<file path="src/rtl/fetch_ctrl_pkg.sv">
// Shared definitions for the instruction-fetch sequencer: word width, FSM
// state encodings and the default reset fetch address.
package fetch_ctrl_pkg;

    localparam int unsigned WORD_WIDTH = 32;
    localparam logic [WORD_WIDTH-1:0] FETCH_RESET_PC = 32'h0000_3000;

    typedef enum logic [1:0] {
        FETCH_ST_IDLE = 2'b00,
        FETCH_ST_REQ  = 2'b01,
        FETCH_ST_HOLD = 2'b10,
        FETCH_ST_DROP = 2'b11
    } fetch_state_e;

    // Instruction addresses are word aligned; low two bits of a target are dropped.
    function automatic logic [WORD_WIDTH-1:0] align_word(input logic [WORD_WIDTH-1:0] addr);
        return addr & ~32'h0000_0003;
    endfunction

endpackage

</file>
<file path="src/rtl/fetch_ctrl_if.sv">
// Bus bundle between fetch_ctrl, instruction memory, the NPC logic and ID.
// master = fetch_ctrl side, slave = environment side.
interface fetch_ctrl_if;
    import fetch_ctrl_pkg::*;

    logic                  imem_req;
    logic [WORD_WIDTH-1:0] imem_addr;
    logic                  imem_ack;
    logic [WORD_WIDTH-1:0] imem_rdata;
    logic                  if_valid;
    logic [WORD_WIDTH-1:0] if_inst;
    logic [WORD_WIDTH-1:0] if_pc;
    logic                  if_ready;
    logic                  redirect_valid;
    logic [WORD_WIDTH-1:0] redirect_pc;
    logic                  flush;

    modport master (
        output imem_req, imem_addr, if_valid, if_inst, if_pc, flush,
        input  imem_ack, imem_rdata, if_ready, redirect_valid, redirect_pc
    );

    modport slave (
        input  imem_req, imem_addr, if_valid, if_inst, if_pc, flush,
        output imem_ack, imem_rdata, if_ready, redirect_valid, redirect_pc
    );

endinterface

</file>
<file path="src/rtl/fetch_ctrl_perf_cnt.sv">
// Wrapping performance counters for fetch_ctrl (handoffs, redirects, stalls).
// Only instantiated when FETCH_CTRL_PERF_EN is defined.
module fetch_perf_cnt
    import fetch_ctrl_pkg::*;
(
    input  logic                  clk,
    input  logic                  rst_n,
    input  logic                  i_handoff,
    input  logic                  i_redirect,
    input  logic                  i_stall,
    output logic [WORD_WIDTH-1:0] o_perf_fetch,
    output logic [WORD_WIDTH-1:0] o_perf_redirect,
    output logic [WORD_WIDTH-1:0] o_perf_stall
);

    logic [WORD_WIDTH-1:0] r_fetch;
    logic [WORD_WIDTH-1:0] r_redirect;
    logic [WORD_WIDTH-1:0] r_stall;

    // Event counters; each simply wraps at 2^32.
    always_ff @(posedge clk or negedge rst_n) begin
        if (!rst_n) begin
            r_fetch    <= 32'd0;
            r_redirect <= 32'd0;
            r_stall    <= 32'd0;
        end else begin
            r_fetch    <= r_fetch    + {31'd0, i_handoff};
            r_redirect <= r_redirect + {31'd0, i_redirect};
            r_stall    <= r_stall    + {31'd0, i_stall};
        end
    end

    assign o_perf_fetch    = r_fetch;
    assign o_perf_redirect = r_redirect;
    assign o_perf_stall    = r_stall;

endmodule

</file>
<file path="src/rtl/fetch_ctrl.sv">
// Instruction-fetch sequencer: owns the PC, drives imem req/ack, buffers one
// instruction for ID and squashes wrong-path fetches. Optional: FETCH_CTRL_PERF_EN.
module fetch_ctrl
    import fetch_ctrl_pkg::*;
#(
    parameter logic [WORD_WIDTH-1:0] RESET_PC = FETCH_RESET_PC
) (
    input  logic                  clk,
    input  logic                  rst_n,
    fetch_ctrl_if.master          bus
`ifdef FETCH_CTRL_PERF_EN
    ,
    output logic [WORD_WIDTH-1:0] perf_fetch,
    output logic [WORD_WIDTH-1:0] perf_redirect,
    output logic [WORD_WIDTH-1:0] perf_stall
`endif
);

    fetch_state_e          r_state, w_state_nxt;
    logic [WORD_WIDTH-1:0] r_pc, w_pc_nxt;
    logic [WORD_WIDTH-1:0] r_tgt, w_tgt_nxt;
    logic [WORD_WIDTH-1:0] r_inst, w_inst_nxt;
    logic [WORD_WIDTH-1:0] r_if_pc, w_if_pc_nxt;
    logic [WORD_WIDTH-1:0] w_redir_pc;

    assign w_redir_pc = align_word(bus.redirect_pc);

    // State and datapath registers.
    always_ff @(posedge clk or negedge rst_n) begin
        if (!rst_n) begin
            r_state <= FETCH_ST_IDLE;
            r_pc    <= RESET_PC;
            r_tgt   <= 32'd0;
            r_inst  <= 32'd0;
            r_if_pc <= 32'd0;
        end else begin
            r_state <= w_state_nxt;
            r_pc    <= w_pc_nxt;
            r_tgt   <= w_tgt_nxt;
            r_inst  <= w_inst_nxt;
            r_if_pc <= w_if_pc_nxt;
        end
    end

    // Next-state logic; DROP keeps the request up until the wrong-path ack arrives.
    always_comb begin
        w_state_nxt = r_state;
        w_pc_nxt    = r_pc;
        w_tgt_nxt   = r_tgt;
        w_inst_nxt  = r_inst;
        w_if_pc_nxt = r_if_pc;
        case (r_state)
            FETCH_ST_IDLE: begin
                w_state_nxt = FETCH_ST_REQ;
            end
            FETCH_ST_REQ: begin
                if (bus.imem_ack) begin
                    if (bus.redirect_valid) begin
                        w_pc_nxt = w_redir_pc;
                    end else begin
                        w_inst_nxt  = bus.imem_rdata;
                        w_if_pc_nxt = r_pc;
                        w_pc_nxt    = r_pc + 32'd4;
                        w_state_nxt = FETCH_ST_HOLD;
                    end
                end else if (bus.redirect_valid) begin
                    w_tgt_nxt   = w_redir_pc;
                    w_state_nxt = FETCH_ST_DROP;
                end else begin
                    w_state_nxt = FETCH_ST_REQ;
                end
            end
            FETCH_ST_DROP: begin
                if (bus.redirect_valid) begin
                    w_tgt_nxt = w_redir_pc;
                end else begin
                    w_tgt_nxt = r_tgt;
                end
                if (bus.imem_ack) begin
                    w_pc_nxt    = bus.redirect_valid ? w_redir_pc : r_tgt;
                    w_state_nxt = FETCH_ST_REQ;
                end else begin
                    w_state_nxt = FETCH_ST_DROP;
                end
            end
            FETCH_ST_HOLD: begin
                if (bus.redirect_valid) begin
                    w_pc_nxt    = w_redir_pc;
                    w_state_nxt = FETCH_ST_REQ;
                end else if (bus.if_ready) begin
                    w_state_nxt = FETCH_ST_REQ;
                end else begin
                    w_state_nxt = FETCH_ST_HOLD;
                end
            end
            default: begin
                w_state_nxt = FETCH_ST_IDLE;
            end
        endcase
    end

    assign bus.imem_req  = (r_state == FETCH_ST_REQ) || (r_state == FETCH_ST_DROP);
    assign bus.imem_addr = r_pc;
    assign bus.if_valid  = (r_state == FETCH_ST_HOLD);
    assign bus.if_inst   = r_inst;
    assign bus.if_pc     = r_if_pc;
    assign bus.flush     = bus.redirect_valid;

`ifdef FETCH_CTRL_PERF_EN
    logic w_handoff;
    logic w_stall;

    assign w_handoff = (r_state == FETCH_ST_HOLD) && bus.if_ready && !bus.redirect_valid;
    assign w_stall   = (r_state == FETCH_ST_HOLD) && !bus.if_ready;

    fetch_perf_cnt u_perf (
        .clk             (clk),
        .rst_n           (rst_n),
        .i_handoff       (w_handoff),
        .i_redirect      (bus.redirect_valid),
        .i_stall         (w_stall),
        .o_perf_fetch    (perf_fetch),
        .o_perf_redirect (perf_redirect),
        .o_perf_stall    (perf_stall)
    );
`endif

endmodule

</file>
<file path="src/flat_wrapper.sv">
// flat-port wrapper written by rule: the top's interface ports become plain ports
module fetch_ctrl_flat import fetch_ctrl_pkg::*;
#(
    parameter logic [WORD_WIDTH-1:0] RESET_PC = FETCH_RESET_PC
)
  (clk, rst_n, bus_imem_req, bus_imem_addr, bus_if_valid, bus_if_inst, bus_if_pc, bus_flush, bus_imem_ack, bus_imem_rdata, bus_if_ready, bus_redirect_valid, bus_redirect_pc);
  fetch_ctrl_if bus_i ();
  input  logic clk;
  input  logic rst_n;
  output wire logic [$bits(bus_i.imem_req)-1:0] bus_imem_req;
  output wire logic [$bits(bus_i.imem_addr)-1:0] bus_imem_addr;
  output wire logic [$bits(bus_i.if_valid)-1:0] bus_if_valid;
  output wire logic [$bits(bus_i.if_inst)-1:0] bus_if_inst;
  output wire logic [$bits(bus_i.if_pc)-1:0] bus_if_pc;
  output wire logic [$bits(bus_i.flush)-1:0] bus_flush;
  input wire logic [$bits(bus_i.imem_ack)-1:0] bus_imem_ack;
  input wire logic [$bits(bus_i.imem_rdata)-1:0] bus_imem_rdata;
  input wire logic [$bits(bus_i.if_ready)-1:0] bus_if_ready;
  input wire logic [$bits(bus_i.redirect_valid)-1:0] bus_redirect_valid;
  input wire logic [$bits(bus_i.redirect_pc)-1:0] bus_redirect_pc;
  assign bus_imem_req = bus_i.imem_req;
  assign bus_imem_addr = bus_i.imem_addr;
  assign bus_if_valid = bus_i.if_valid;
  assign bus_if_inst = bus_i.if_inst;
  assign bus_if_pc = bus_i.if_pc;
  assign bus_flush = bus_i.flush;
  assign bus_i.imem_ack = bus_imem_ack;
  assign bus_i.imem_rdata = bus_imem_rdata;
  assign bus_i.if_ready = bus_if_ready;
  assign bus_i.redirect_valid = bus_redirect_valid;
  assign bus_i.redirect_pc = bus_redirect_pc;
  fetch_ctrl #(.RESET_PC(RESET_PC)) u_core (.clk(clk), .rst_n(rst_n), .bus(bus_i));
endmodule
</file>
<file path="config.mk">
export PLATFORM = sky130hd
export DESIGN_NAME = fetch_ctrl_flat
export DESIGN_NICKNAME = d
export VERILOG_FILES = /design/src/rtl/fetch_ctrl_pkg.sv /design/src/rtl/fetch_ctrl_if.sv /design/src/rtl/fetch_ctrl_perf_cnt.sv /design/src/rtl/fetch_ctrl.sv /design/src/flat_wrapper.sv
export SDC_FILE = /design/constraint.sdc
export NUM_CORES = 1
export LEC_CHECK = 0
export CAP_MARGIN = 25
export CORE_MARGIN = 2
export CORE_UTILIZATION = 27
export DETAILED_ROUTE_END_ITERATION = 10
export HOLD_SLACK_MARGIN = 0.03
export PLACE_DENSITY_LB_ADDON = 0.25
export RECOVER_POWER = 25
export SLEW_MARGIN = 20
export SYNTH_ARGS = -nofsm -noshare
export SYNTH_HDL_FRONTEND = slang
export SYNTH_SLANG_ARGS = --single-unit
</file>
<file path="constraint.sdc">
create_clock -name clk -period 3.3 [get_ports clk]
set_input_delay 0.66 -clock clk [delete_from_list [all_inputs] [get_ports clk]]
set_output_delay 0.66 -clock clk [all_outputs]
set_load 0.1 [all_outputs]
</file>
==> metrics.csv, run 1 <==
stage,metric,value,unit
power_and_ir_drop,cellPowerDensity,1020,nW/um2
detailed_routing,first_pass_iters,5,
placed_design,postPlaceCellArea,8050,um2
clocking,cts-buffers-inserted,17,
worst_setup_path,critical_path.startpoint_type,flip-flop,
synth,synth_cell_types,67,
grt,grt_pass1_wl,28200,um
worst_setup_path,path_delay_family,buffers and inverters,
grt,first_global_vias,5032,
clocking,cts.reportedPaths.clkPinSlew,50,ps
floorplanning,die_area,24600,um2
layout,layout_common_cells,"128 x dfrtp_1, 115 x buf_4, 93 x mux2_2",
min_path,timing.hold.worst.class,reg2reg,
placed_design,place_congestion,0.800,
sta,max-slew-margin-rel,-0.127,
clocking,cts_root_buf,clkbuf_16,
clocking,cts_htree_levels,4,
grt,grt_start_max_net_pins,65,
detailed_routing,drc,0,
worst_setup_path,path_max_fanout,21,
layout,area.growth.synth_to_final,36.6,%
detailed_routing,postRouteWirelength,18000,um
clocking,clock-sinks,130,
grt,gr-usage-all-layers,0.150,
layout,n_fill_cell,2204,
sta,timing_max_transition_violations_final,64,
clocking,cts-resized-gates,0,
sta,timing.final.crit_period,2500,ps
worst_setup_path,worstSetupStartpoint,u_core.r_state[0],
floorplanning,die_h,157,um
clocking,hold_buffers,0,
floorplanning,count_of_pins_on_the_block_boundary,168,
worst_setup_path,criticalPathCategory,reg2reg,
power_and_ir_drop,total_power,8.77,mW
sta,setup_tns,0,ps
synth,number_of_enable_type_register_cells_in_the_synthesized_netlist,0,
synth,synth_top_cell_area_share,0.508,
floorplanning,placement_rows,55,
synth,yosys_warnings,0,
clocking,clkLatencyLatePin,420,ps
run_status,status,"complete, but fails checks",
synth,post-synth-top-area-cell,dfrtp_1,
detailed_routing,avgRoutedWirePerCell,17.5,um
grt,gr-total-overflow,0,
clocking,post-cts-setup-buffers,0,
worst_setup_path,required,3590,ps
detailed_routing,initialDrtViolationCount,424,
synth,synth_nets,612,
clocking,cts-root-to-sink-buffers,2,
power_and_ir_drop,vdd_ir_drop_max,435,uV
worst_setup_path,critPathBufInv,2,
sta,post_layout_worst_setup_margin,798,ps
layout,post_route_cell_area,8600,um2
layout,num-nets-final,778,
grt,gr-max-usage-layer,met2,
detailed_routing,routed-via-count,4978,
layout,antennaDiodeCount,0,
placed_design,buffer_ports.inserted,165,
floorplanning,die_x,157,um
layout,mostFrequentLayoutCell,dfrtp_1,
sta,fin_skew,9.16,ps
run_status,violations,"max-capacitance violations, max-slew violations",
synth,synth_instances,542,
min_path,startpoint_of_the_lowest_slack_hold_path,u_core.r_tgt[10],
grt,globalRouteMet1Util,0.197,
placed_design,pre_cts_slack,472,ps
layout,drive_gt1_frac,0.358,
worst_setup_path,cpMaxStageDelayCell,dfrtp_1,
synth,avgSynthCellArea,11.6,um2
sta,final_report_setup_violation_count,0,
layout,layout.cells.non_filler,1033,
sta,grt_setup_unrepaired,no,
synth,postSynth.asyncResetShare,1.00,
placed_design,placed_cells,1002,
sta,period_share,0.758,
detailed_routing,route.antenna.remaining_nets,0,
worst_setup_path,timing.critical_path.to_type,flip-flop,
flow_run,max-cap-violations,1,
sta,timing.fmax,400,MHz
synth,ys_seq_elements,130,
grt,number_of_antenna_violations_at_the_first_check_in_global_routing,0,
placed_design,dp_hpwl,13000,um
power_and_ir_drop,leakage,3.64,nW
synth,ys_seq_area_frac,0.517,
worst_setup_path,crit_chain,"clkinv_1, a211o_1, buf_4, mux2_2",
synth,ys_dominant_reg_cell,dfrtp_1,
worst_setup_path,worst_r2r_startpoint,u_core.r_state[0],
sta,max_slew.worst_pin.slew,1690,ps
floorplanning,floorplan.initialDensity,0.277,
worst_setup_path,highest_cell_delay_on_the_worst_timing_path,730,ps
sta,hold_violations,0,
detailed_routing,route.detailed.vias_per_inst,4.82,
worst_setup_path,timing.critical_path.arrival,2800,ps
floorplanning,placeableCoreArea,22800,um2
grt,grt_util_met2,0.241,
synth,mappedNetlistArea,6300,um2
synth,ys_top_cells_by_area,"dfrtp_1 51%, mux2_2 17%, o21ai_0 2.6%",
clocking,tritoncts,done,
grt,gr-usage-met3,0.0404,
-- tightest hold or removal path: stages, from the launching register on --
cell and delay, ps:
dfrtp_1 350, nand2_1 50, o21ai_0 60
-- cells in the mapped netlist (3+ instances only) --
cell	instances
nand4_4	3
a221oi_1	4
nand2b_1	6
and3_1	4
a31oi_1	3
o21ai_0	33
nand3_1	17
buf_4	10
o21a_1	6
dfrtp_1	128
a211oi_1	7
a21oi_1	27
buf_1	4
xnor2_1	3
buf_2	11
a22oi_1	3
nor2_1	29
mux2_2	93
o22a_1	3
nor4_1	3
nand4_1	3
nand2_1	32
and4_1	3
and2_1	4
o32ai_1	4
o31ai_1	3
clkbuf_1	7
o22ai_1	3
inv_1	7
a22o_1	12
o2bb2ai_1	4
nor2b_1	7
buf_6	3
nor3_1	8
-- cell type report --
cell class	instances	area, um2	area share
Tap cell	313	392	0.0455
Timing Repair Buffer	183	1560	0.181
Clock inverter	9	82.6	0.00960
Sequential cell	130	3260	0.378
Inverter	9	33.8	0.00393
Multi-Input combinational cell	367	2810	0.326
Clock buffer	22	474	0.0551
-- per-layer routing --
metal	wire, um	vias up
met4	264	0
met5	0	-
met1	8070	2459
met3	1030	20
li1	-	2335
met2	8670	164
-- path summary, 6_finish.rpt --
kind                                        end  slack (ps)  cells after the start
setup / recovery               u_core.r_tgt[11]         800                      4
hold / removal                 u_core.r_tgt[10]         490                      2
setup reg to reg               u_core.r_tgt[11]         800                      4
hold reg to reg                u_core.r_tgt[10]         490                      2
max in group asynchronous  u_core.bus.if_pc[24]        1460                      2
min in group asynchronous       u_core.r_tgt[2]         700                      1
-- kinds of logic after synthesis --
kind of cell | count (synthesis) | share of synthesized area
AO/OA/AOI/OAI | 130 | 0.139
adder cells (fa/ha/maj) | 1 | 0.00199
multiplexers | 95 | 0.169
buffers and inverters | 45 | 0.0387
XOR/XNOR | 5 | 0.00695
AND/OR/NAND/NOR | 136 | 0.127
flip-flops | 130 | 0.517
-- state kept, by name (all words and copies together), names as in the netlist --
| signal | flops |
|---|---|
| u_core.bus.imem_addr | 32 |
| u_core.r_tgt | 32 |
| u_core.r_state | 2 |
| u_core.bus.if_inst | 32 |
| u_core.bus.if_pc | 32 |
-- report_power, final --
group / internal [mW] / leakage (nW) / switching, mW
logic: 1.04 / 1.83 / 3.50
registers: 2.06 / 1.55 / 0.399
clock network: 1.09 / 0.260 / 0.689
total: 4.18 / 3.64 / 4.58
-- stage by stage --
| step | util | hold slack, ps |
|---|---|---|
| 2_1_floorplan | - | 364 |
| 3_3_place_gp | 0.354 | 470 |
| 3_5_place_dp | 0.354 | 477 |
| 4_1_cts | 0.378 | 261 |
| 5_1_grt | 0.378 | 513 |
| 6_report | 0.378 | 490 |
No activity file was read; power rests on OpenSTA's default activity.
==> inputs of run 2 (changes only) <==
clock period = 2.2 ns   (was 3.3 ns; I/O delays follow)
==> run 2 against run 1 <==
Critical path type unchanged. Largest cell class unchanged. Critical path depth increased by 2. Die area unchanged. Largest power group unchanged. Hold slack improved by 7.7 ps. Sequential cell count unchanged. First-iteration DRC count decreased by 20%. Count of clock-buffer cells in the layout decreased by 3. Worst setup slack got worse by 620 ps. Global-route usage increased by 0.18 points. Routed wire length increased by 2.2%. Clock skew increased by 1.2 ps. Non-clock buffer count increased by 30. The flow now finishes without violations.
==> metrics.csv, run 2 (same netlist as run 1, synthesis figures left out) <==
stage,metric,value,unit,change
clocking,clkLatencyLatePin,420,ps,about the same
worst_setup_path,ff2ff_setup_slack,180,ps,-620 ps
worst_setup_path,path_max_fanout,7,,-67%
grt,gr-usage-all-layers,0.152,,+0.00182
grt,grt_util_met2,0.247,,+0.00564
worst_setup_path,cpMaxStageDelayCell,dfrtp_4,,
layout,num-nets-final,808,,+3.9%
worst_setup_path,worst_r2r_startpoint,u_core.bus.imem_addr[2],,
layout,n_fill_cell,2223,,+0.86%
detailed_routing,avgRoutedWirePerCell,17.3,um,-0.82%
worst_setup_path,criticalPathCategory,reg2reg,,
floorplanning,die_h,157,um,unchanged
placed_design,placed_cells,1031,,+2.9%
detailed_routing,routed-via-count,5142,,+3.3%
clocking,tritoncts,done,,
worst_setup_path,path_delay_family,simple AND/OR/NAND/NOR gates,,
worst_setup_path,worst_r2r_path_depth,6,,+2
sta,final_report_setup_violation_count,0,,unchanged
worst_setup_path,highest_cell_delay_on_the_worst_timing_path,460,ps,-270 ps
floorplanning,floorplan.initialDensity,0.277,,unchanged
sta,timing.fmax,494,MHz,+24%
clocking,cts_htree_levels,4,,unchanged
grt,globalRouteMet1Util,0.197,,about the same
grt,gr-max-usage-layer,met2,,
sta,timing.final.crit_period,2020,ps,-477 ps
power_and_ir_drop,leakage,3.80,nW,+4.6%
flow_run,max-cap-violations,0,,-1
detailed_routing,postRouteWirelength,18400,um,+2.2%
clocking,cts.reportedPaths.clkPinSlew,60,ps,about the same
layout,drive_gt1_frac,0.417,,+0.0584
floorplanning,placeableCoreArea,22800,um2,unchanged
clocking,cts_root_buf,clkbuf_16,,
sta,max_slew.worst_pin.slew,985,ps,-706 ps
clocking,cts-resized-gates,0,,unchanged
layout,mostFrequentLayoutCell,buf_4,,
worst_setup_path,reg2reg_to,u_core.bus.imem_addr[28],,
floorplanning,die_x,157,um,unchanged
detailed_routing,drc,0,,unchanged
placed_design,pre_cts_slack,-84.9,ps,-557 ps
floorplanning,placement_rows,55,,unchanged
floorplanning,count_of_pins_on_the_block_boundary,168,,unchanged
min_path,worstHoldPathCells,1,,-1
placed_design,dp_hpwl,13700,um,+5.7%
sta,period_share,0.920,,+0.162
worst_setup_path,crit_chain,"ha_1, nand4_4, or2_1, nor4b_4, xnor2_1, a21oi_1",,
placed_design,place_congestion,0.795,,-0.69%
layout,area.growth.synth_to_final,42.6,%,
power_and_ir_drop,cellPowerDensity,1490,nW/um2,+47%
detailed_routing,initialDrtViolationCount,338,,-20%
grt,number_of_antenna_violations_at_the_first_check_in_global_routing,0,,unchanged
detailed_routing,route.detailed.vias_per_inst,4.83,,+0.28%
min_path,hold-path-endpoint,u_core.r_tgt[0],,
sta,hold_violations,0,,unchanged
sta,timing_max_transition_violations_final,0,,-100%
grt,first_global_vias,5176,,+2.9%
detailed_routing,first_pass_iters,5,,unchanged
layout,antennaDiodeCount,0,,unchanged
grt,gr-total-overflow,0,,unchanged
clocking,cts-root-to-sink-buffers,2,,unchanged
grt,gr-usage-met3,0.0330,,-0.00748
worst_setup_path,timing.critical_path.to_type,flip-flop,,
power_and_ir_drop,total_power,13.4,mW,+53%
layout,regArea,3300,um2,+1.3%
sta,fin_skew,10.3,ps,+1.17 ps
clocking,cts-buffers-inserted,17,,unchanged
sta,grt_setup_unrepaired,no,,
min_path,timing.hold.worst.class,reg2reg,,
grt,grt_start_max_net_pins,42,,-35%
worst_setup_path,critical_path.startpoint_type,flip-flop,,
sta,max-slew-margin-rel,0.344,,+0.470
layout,multi_input_area,2820,um2,+0.27%
sta,holdWs,498,ps,+7.65 ps
min_path,startpoint_of_the_lowest_slack_hold_path,u_core.r_tgt[0],,
floorplanning,die_area,24600,um2,unchanged
worst_setup_path,required,2480,ps,-1110 ps
worst_setup_path,timing.critical_path.arrival,2300,ps,-500 ps
layout,layout.cells.non_filler,1064,,+3.0%
worst_setup_path,critPathBufInv,0,,-2
run_status,status,"complete, no violations",,
grt,grt_pass1_wl,28800,um,+1.9%
sta,post_layout_worst_setup_margin,175,ps,-623 ps
detailed_routing,route.antenna.remaining_nets,0,,unchanged
clocking,clock-sinks,130,,unchanged
placed_design,buffer_ports.inserted,165,,unchanged
layout,layout_common_cells,"135 x buf_4, 105 x dfrtp_1, 93 x mux2_2",,
power_and_ir_drop,vdd_ir_drop_max,662,uV,+52%
==> run 2: changes by cell type in the layout (fill, tap and decap cells not counted), moves of 7 or more <==
cell and delta:
dfrtp_2 +21, buf_12 +7, dfrtp_1 -23, buf_4 +20
==> run 2: final cells by class <==
| class | instances | share of cell area |
|---|---|---|
| clock buffers | 19 | 0.0493 |
| clock inverters | 13 | 0.0152 |
| inverters | 9 | 0.00376 |
| multi-input cells | 367 | 0.313 |
| flip-flops and latches | 130 | 0.367 |
| well taps | 313 | 0.0436 |
| repair buffers | 213 | 0.208 |
==> run 2: report_power, final <==
group | total, mW | switching (mW) | internal [mW]
logic | 6.94 | 5.28 | 1.66
clock network | 2.77 | 1.08 | 1.69
registers | 3.72 | 0.592 | 3.13
total | 13.4 | 6.95 | 6.47
==> run 2: worst reg2reg max path, stage by stage, from the launching register on <==
cell and delay [ps]:
dfrtp_4 460, ha_1 230, nand4_4 180, or2_1 440, nor4b_4 350, xnor2_1 150, a21oi_1 80
==> run 2: how the worst max path moves through the flow <==
| stage | startpoint | slack [ps] | end | cells past startpoint |
|---|---|---|---|---|
| 6_report | u_core.bus.imem_addr[2] | 180 | u_core.bus.imem_addr[28] | 6 |
| 5_1_grt | u_core.bus.imem_addr[2] | 100 | u_core.bus.imem_addr[16] | 6 |
| 4_1_cts | u_core.bus.imem_addr[2] | 200 | u_core.bus.imem_addr[28] | 6 |
| 3_5_place_dp | bus_redirect_valid | -80 | u_core.bus.imem_addr[28] | 7 |
| 3_3_place_gp | bus_redirect_valid | -90 | u_core.bus.imem_addr[30] | 7 |
| 2_1_floorplan | u_core.bus.imem_addr[28] | 5 | u_core.bus.imem_addr[31] | 4 |
==> run 2: repair_timing <==
action	4_1_cts	5_1_grt
hold buffers	1	0
hold endpoints to repair	29	0
setup buffers	0	0
==> run 2: metal layers <==
layer,up-vias,routed length (um)
li1,2398,-
met1,2539,8110
met2,177,8920
met3,28,988
met4,0,395
met5,-,0
==> run 2: through the flow <==
step | instance area (um2) | util | setup TNS [ps]
3_5_place_dp | 8410 | 0.369 | -4080
2_1_floorplan | 6350 | - | 0
5_1_grt | 8990 | 0.395 | 0
6_report | 8990 | 0.395 | 0
4_1_cts | 9000 | 0.395 | 0
3_3_place_gp | 8410 | 0.369 | -2640
